$ cat src/rtl/display_scan_controller.sv
// display_scan_controller: double-dabble BCD conversion of Result plus anode scan with leading-zero blanking
module display_scan_controller #(
  parameter int REFRESH_DIV = 100000,
  parameter int DATA_W = 8
) (
  input  logic              clk,
  input  logic              rst,
  input  logic [DATA_W-1:0] Result,
  input  logic              Result_valid,
  input  logic [3:0]        Letters,
  input  logic              disp_en,
  input  logic              blank_en,
  output logic [3:0]        Ones,
  output logic [3:0]        Tens,
  output logic [3:0]        Hundreds,
  output logic [1:0]        AN_SEL,
  output logic [3:0]        AN,
  output logic              busy
);
  localparam int CW = $clog2(REFRESH_DIV);
  typedef enum logic {IDLE, CONVERT} state_t;
  state_t state, state_n;
  logic [DATA_W-1:0] bin, pend_val;
  logic [11:0] bcd, adj, shifted;
  logic [2:0] cnt;
  logic pending, last, start, blank_h, blank_t, sel_blank;
  logic [CW-1:0] ref_cnt;
  logic unused_letters;
  assign unused_letters = ^Letters;
  assign last = cnt == 3'(DATA_W - 1);
  assign start = Result_valid || pending;
  assign busy = state == CONVERT;
  // add 3 to every BCD nibble >= 5, then shift the top binary bit in
  always_comb begin
    adj = bcd;
    for (int i = 0; i < 3; i++)
      adj[i*4 +: 4] = bcd[i*4 +: 4] >= 4'd5 ? bcd[i*4 +: 4] + 4'd3 : bcd[i*4 +: 4];
    shifted = {adj[10:0], bin[DATA_W-1]};
  end
  // conversion state register
  always_ff @(posedge clk)
    state <= rst ? IDLE : state_n;
  // next state: start on a strobe or pending value, stop after the last shift
  always_comb begin
    state_n = state;
    state_n = state == IDLE ? (start ? CONVERT : IDLE) : (last ? IDLE : CONVERT);
  end
  // shift engine, pending capture and atomic digit update on the final shift
  always_ff @(posedge clk) begin
    if (rst) begin
      bin <= '0;
      bcd <= '0;
      cnt <= '0;
      pending <= 1'b0;
      pend_val <= '0;
      {Hundreds, Tens, Ones} <= '0;
    end else if (state == IDLE) begin
      if (start) begin
        bin <= Result_valid ? Result : pend_val;
        bcd <= '0;
        cnt <= '0;
        pending <= 1'b0;
      end
    end else begin
      bin <= bin << 1;
      bcd <= shifted;
      cnt <= cnt + 3'd1;
      if (Result_valid) begin
        pending <= 1'b1;
        pend_val <= Result;
      end
      if (last) {Hundreds, Tens, Ones} <= shifted;
    end
  end
  // refresh divider stepping the digit select on every wrap
  always_ff @(posedge clk) begin
    if (rst) begin
      ref_cnt <= '0;
      AN_SEL <= 2'b00;
    end else if (ref_cnt == CW'(REFRESH_DIV - 1)) begin
      ref_cnt <= '0;
      AN_SEL <= AN_SEL + 2'b01;
    end else begin
      ref_cnt <= ref_cnt + 1'b1;
    end
  end
  // active-low anode for the selected digit unless disabled or blanked
  always_comb begin
    blank_h = blank_en && Hundreds == 4'd0;
    blank_t = blank_h && Tens == 4'd0;
    sel_blank = (AN_SEL == 2'b01 && blank_t) || (AN_SEL == 2'b10 && blank_h);
    AN = (!disp_en || sel_blank) ? 4'b1111 : ~(4'b0001 << AN_SEL);
  end
endmodule

$ cat config.mk
export PLATFORM = sky130hd
export DESIGN_NAME = display_scan_controller
export DESIGN_NICKNAME = d
export VERILOG_FILES = /design/src/rtl/display_scan_controller.sv
export SDC_FILE = /design/constraint.sdc
export NUM_CORES = 1
export LEC_CHECK = 0
export CORE_ASPECT_RATIO = 1.2
export CORE_MARGIN = 3
export CORE_UTILIZATION = 55
export CTS_CLUSTER_SIZE = 30
export DETAILED_ROUTE_END_ITERATION = 16
export PLACE_DENSITY = 0.9
export SLEW_MARGIN = 20
export SYNTH_ARGS = -nofsm -noshare
export SYNTH_HDL_FRONTEND = slang
export SYNTH_SLANG_ARGS = --single-unit
$ cat constraint.sdc
create_clock -name clk -period 2.27 [get_ports clk]
set_clock_uncertainty 0.15 [all_clocks]
set_input_delay 0.454 -clock clk [delete_from_list [all_inputs] [get_ports clk]]
set_output_delay 0.454 -clock clk [all_outputs]
set_load 0.01 [all_outputs]
### Word level (Yosys, flattened, before mapping)

Cells that the tools add are included.

| operators by class | value |
|---|---|
| $add $sub $neg | 6 |
| order comparisons | 3 |
| equal/unequal tests | 5 |
| shifts and indexed selects | 1 |
| mux-type cells | 17 |
| bitwise gates (word level) | 1 |
| reductions and logical operators | 15 |

Operator list:

| operator | number |
|---|---|
| $mux 12 | 2 |
| $mux 8 | 3 |
| $add 17x1->17 const B | 1 |
| $eq 17x17->1 const B | 1 |
| $ge 4x3->1 const B | 3 |
| $mux 4 | 3 |
| $mux 3 | 3 |
| $add 4x2->4 const B | 2 |
| $logic_not 4->1 | 2 |
| $mux 1 | 6 |
| $logic_and 1x1->1 | 4 |
| $not 4->4 | 1 |
| $reduce_and 2->1 | 2 |
| $reduce_or 2->1 | 2 |
| $shl 1x2->4 const A | 1 |
| $add 3x1->3 const B | 1 |
| $add 3x2->3 const B | 1 |
| $eq 3x3->1 const B | 1 |
| $logic_or 1x1->1 | 3 |
| $add 2x1->2 const B | 1 |
| $eq 2x1->1 const B | 1 |
| $eq 2x2->1 const B | 1 |
| $ne 2x2->1 const B | 1 |
| $reduce_bool 2->1 | 1 |
| $logic_not 1->1 | 1 |

| storage, ports and cells | value |
|---|---|
| flip-flop bits (word level) | 64 |
| bits of input ports | 17 |
| output and inout bits | 19 |
| logic and storage cells | 60 |

### Longest topological paths before layout

| logic depth | value |
|---|---|
| depth after elaboration | 7 |
| gate-level depth with buffers | 8 |
| gate-level depth less buffers | 6 |

### Worst setup path after synthesis

Ideal clock, no wire load.

| path | value |
|---|---|
| path kind | register to register |
| start point | register ref_cnt[5] |
| end point | register ref_cnt[13] |
| library setup time | 0.115 ns |
| data arrival time | 1.605 ns |
| required time | 2.005 ns |
| path slack | 0.401 ns |
| cell stages (with the launch flop) | 7 |
| path buffers | 2 |
| clock period less this slack | 1.869 ns |
| path through | dfxtp_1 -> or4b_4 -> nor4_4 -> or2_1 -> buf_6 -> buf_6 -> nor2_1 |

| on the way | value |
|---|---|
| longest elaborated chain between the ends | 2 |
| elaborated cells on any way between the ends | 3 |
| those cells by class | add/sub: 1; eq/ne: 1; reduce/logical: 1 |

Ends and longest elaborated chain:

| item | RTL line | text |
|---|---|---|
| start, declared | 27 | `logic [CW-1:0] ref_cnt;` |
| start signal, assigned | 84 | `ref_cnt <= ref_cnt + 1'b1;` |
| parallel branches: the longest is 2 deep, another holds $add 17x1->17 | -- |  |

Several ways; the timed one is not identified.
A chain may end at the register's enable or synchronous reset.

### Worst setup path in the final report

| path | value |
|---|---|
| start point | register Tens[0] |
| end point | output port AN[1] |

| on the way | value |
|---|---|
| longest elaborated chain between the ends | 6 |

Ends and longest elaborated chain:

| item | RTL line | text |
|---|---|---|
| start, declared | 14 | `output logic [3:0] Tens,` |
| start signal, assigned | 72 | `if (last) {Hundreds, Tens, Ones} <= shifted;` |
| $logic_not 4->1 | 90 | `blank_t = blank_h && Tens == 4'd0;` |
| $logic_and 1x1->1 | 90 |  |
| $logic_and 1x1->1 | 91 | `sel_blank = (AN_SEL == 2'b01 && blank_t) \|\| (AN_SEL == 2'b10 && blank_h);` |
| $logic_or 1x1->1 | 91 |  |
| $logic_or 1x1->1 | 92 | `AN = (!disp_en \|\| sel_blank) ? 4'b1111 : ~(4'b0001 << AN_SEL);` |
| $mux 4 | 92 |  |
| end, declared | 17 | `output logic [3:0] AN,` |

Every way passes these cells.

==> impl_metrics.csv <==
group,metric,value,unit
global_route,antenna_found_initial,0,
synth,synth_cells,328,
global_route,grt_start_max_net_pins,28,
worst_hold_path,worstHoldPathType,"register to register",
route,dr.first_iter.drc_count,135,
global_route,grt_pass1_vias,2350,
timing,setup_viol,0,
global_route,busiest_layer,"met2",
setup_path,slowest_delay,360,ps
synth,synth_area_leaders,"dfxtp_1 44%, mux2i_1 5.9%, ha_1 5.6%",
synth,synth_top_area_cell,"dfxtp_1",
setup_path,critPathSlowestCell,"dfxtp_4",
floorplanning,dieArea,6180,µm²
floorplanning,fp.dieH,85.5,µm
flow_run,cap_viol_max_count,0,
floorplanning,io_pins,36,
synth,postSynthAreaPerCell,8.83,µm²
final_layout,instances_no_fill,433,
synth,synth_top_area_share,44.2,%
setup_path,worstPathArrival,1620,ps
placement,port_buffers,31,
synth,synth_cell_types,36,
timing,worstMarginPinSlew,1030,ps
global_route,grtUsageMet1,23.7,%
global_route,grtUsageTotal,21.6,%
synth,syn_area,2900,µm²
route,via_per_inst,5.60,
timing,fin_crit_sh,97.8,%
global_route,grt_pass1_wl,10400,µm
power,powerDensity,630,nW/µm²
cts,htreeDepth,3,
route,remaining_drc_errors,0,
placement,dp.final_hpwl,4330,µm
route,routed_wl,6180,µm
floorplanning,coreArea,5010,µm²
route,dr.pass1.iters,4,
outcome,status,"finished clean",
route,ant_nets,0,
setup_path,start_kind,"register",
cts,clk_path_buf_depth,2,
timing,layout_min_cycle_time,2220,ps
floorplanning,initial_utilization,57.8,%
setup_path,worst-setup-path-type,"register to primary output",
placement,place_congestion,0.794,
global_route,met3_usage,3.87,%
timing,hold_viol_final,0,
synth,ys_ff_latch,64,
cts,clk_pin_slew_worst_paths,70,ps
cts,cts_buffers,9,
route,via_count,2424,
floorplanning,rows,28,
synth,ys_warn_count,0,
cts,clkSinkCount,64,
setup_path,cp-end-kind,"primary output",
cts,clk_latency,330,ps
setup_path,path_cells,"nor4_4 -> a21oi_2 -> o21a_1 -> buf_4 -> nand2_1 -> buf_2",
cts,root_buffer,"clkbuf_8",
final_layout,antenna-diode-count,0,
global_route,globalRouteMet2Util,38.4,%
placement,dp.cells,415,
power,ir_drop,0.434,mV
final_layout,drive_gt1_share,13.4,%
final_layout,nNetsFinal,399,
setup_path,critPathRequiredTime,1670,ps
synth,syn-num-nets,358,
timing,slew_headroom,31.2,%
setup_path,crit_family,"flip-flops",
floorplanning,dieWidth,72.2,µm
timing,finalMaxSlewViolations,0,
timing,fin_tns_setup,0,ps
global_route,grt.overflow.total,0,
final_layout,utilization,70.7,%
timing,rsz0062_at_grt,"true",
cts,cts_hold_buf,0,
power,power.leakage,1.29,nW
route,wl_per_cell,14.3,µm
timing,timing.fmax,450,MHz
setup_path,cp_max_fo,3,
setup_path,cp.buffers_inverters,2,
cts,cts_tree,"done",
final_layout,areaGrowthSynthToFinish,22.2,%
synth,ys_seq_area_share,44.2,%
[cells in the mapped netlist, drive strengths merged]
| library cell | count |
|---|---|
| nand2 | 38 |
| or2 | 2 |
| inv | 11 |
| o21a | 1 |
| nand4 | 5 |
| nand2b | 6 |
| xor2 | 3 |
| or3b | 1 |
| nand3 | 15 |
| mux2i | 17 |
| dfxtp | 64 |
| or4b | 1 |
| or3 | 1 |
| nor2b | 2 |
| a21o | 1 |
| a21oi | 18 |
| xnor2 | 14 |
| or4 | 3 |
| o21ai | 26 |
| nor3b | 1 |
| ha | 13 |
| nor2 | 32 |
| nor3 | 8 |
| clkbuf | 14 |
| buf | 3 |
| o31ai | 2 |
| nor4 | 7 |
| a22o | 13 |
| mux2 | 3 |
| a21boi | 1 |
| and3 | 1 |
| and2 | 1 |
[routing by layer]
metal  routed length, µm  share of wire (%)  vias up
li1                    -                  -     1221
met2                3230                 52       43
met4                 147                2.4        0
met5                   0                  0        -
met3                 209                3.4       12
met1                2600                 42     1148
[where the power goes]
part / internal, mW / switching, mW
clock network: 0.508 / 0.409
registers: 1.14 / 0.0206
logic: 0.0701 / 0.0779
[final timing paths]
check | startpoint | cells past startpoint | endpoint | slack (ps)
worst min register to register | ref_cnt[0] | 1 | ref_cnt[0] | 300
worst min-delay path | ref_cnt[0] | 1 | ref_cnt[0] | 300
worst max register to register | ref_cnt[5] | 4 | ref_cnt[8] | 180
worst max-delay path | Tens[0] | 6 | AN[1] | 50
[kinds of logic after synthesis]
group	count (synthesis)	share of synthesized area (%)
AND/OR/NAND/NOR	124	21.0
flip-flops	64	44.2
AO/OA/AOI/OAI	62	12.8
buffers and inverters	28	4.15
multiplexers	20	7.04
XOR/XNOR	17	5.14
adder cells (fa/ha/maj)	13	5.62
[state kept, by name (all words and copies together), names as in the netlist, 2 cells and up]
signal and cells:
AN_SEL 2, Hundreds 4, Ones 4, Tens 4, bcd 12, bin 8, cnt 3, pend_val 8
ref_cnt 17
[layout make-up]
type,instances,area (µm²)
well taps,60,75.1
multi-input cells,236,1530
clock buffers,13,179
flip-flops and latches,64,1290
inverters,11,41.3
clock inverters,2,12.5
repair buffers,47,414
fillers,371,1470
[through the flow]
| stage | hold WS [ps] | cell area [µm²] | worst slack [ps] | power (mW) |
|---|---|---|---|---|
| after detailed placement | 298 | 3310 | -145 | 1.34 |
| after global placement | 279 | 3310 | -134 | 1.33 |
| after floorplan | 268 | 2900 | 401 | 1.28 |
| final | 303 | 3540 | 49.9 | 2.23 |
| after CTS | 308 | 3530 | 2.90 | 2.25 |
| after global routing | 326 | 3540 | -15.4 | 2.31 |
[cell usage in the layout (no fill, tap or decap), types with 4 or more instances in the layout]
cell type,instances
dfxtp_1,61
nand2_1,38
nor2_1,32
clkdlybuf4s50_1,27
o21ai_0,26
a21oi_1,17
mux2i_1,17
buf_4,16
nand3_1,15
xnor2_1,14
a22o_1,13
clkbuf_8,13
ha_1,12
inv_1,11
nor3_1,8
nand2b_1,6
nand4_1,4
[repair_timing]
| item | CTS | global route |
|---|---|---|
| cloned | 0 | 0 |
| endpoints found under the hold margin | 0 | 0 |
| setup buffers | 1 | 2 |
| gates resized for setup | 16 | 7 |
| setup endpoints to repair | 4 | 4 |
| pin swaps | 2 | 4 |
Power figures use the tool's default switching activity.
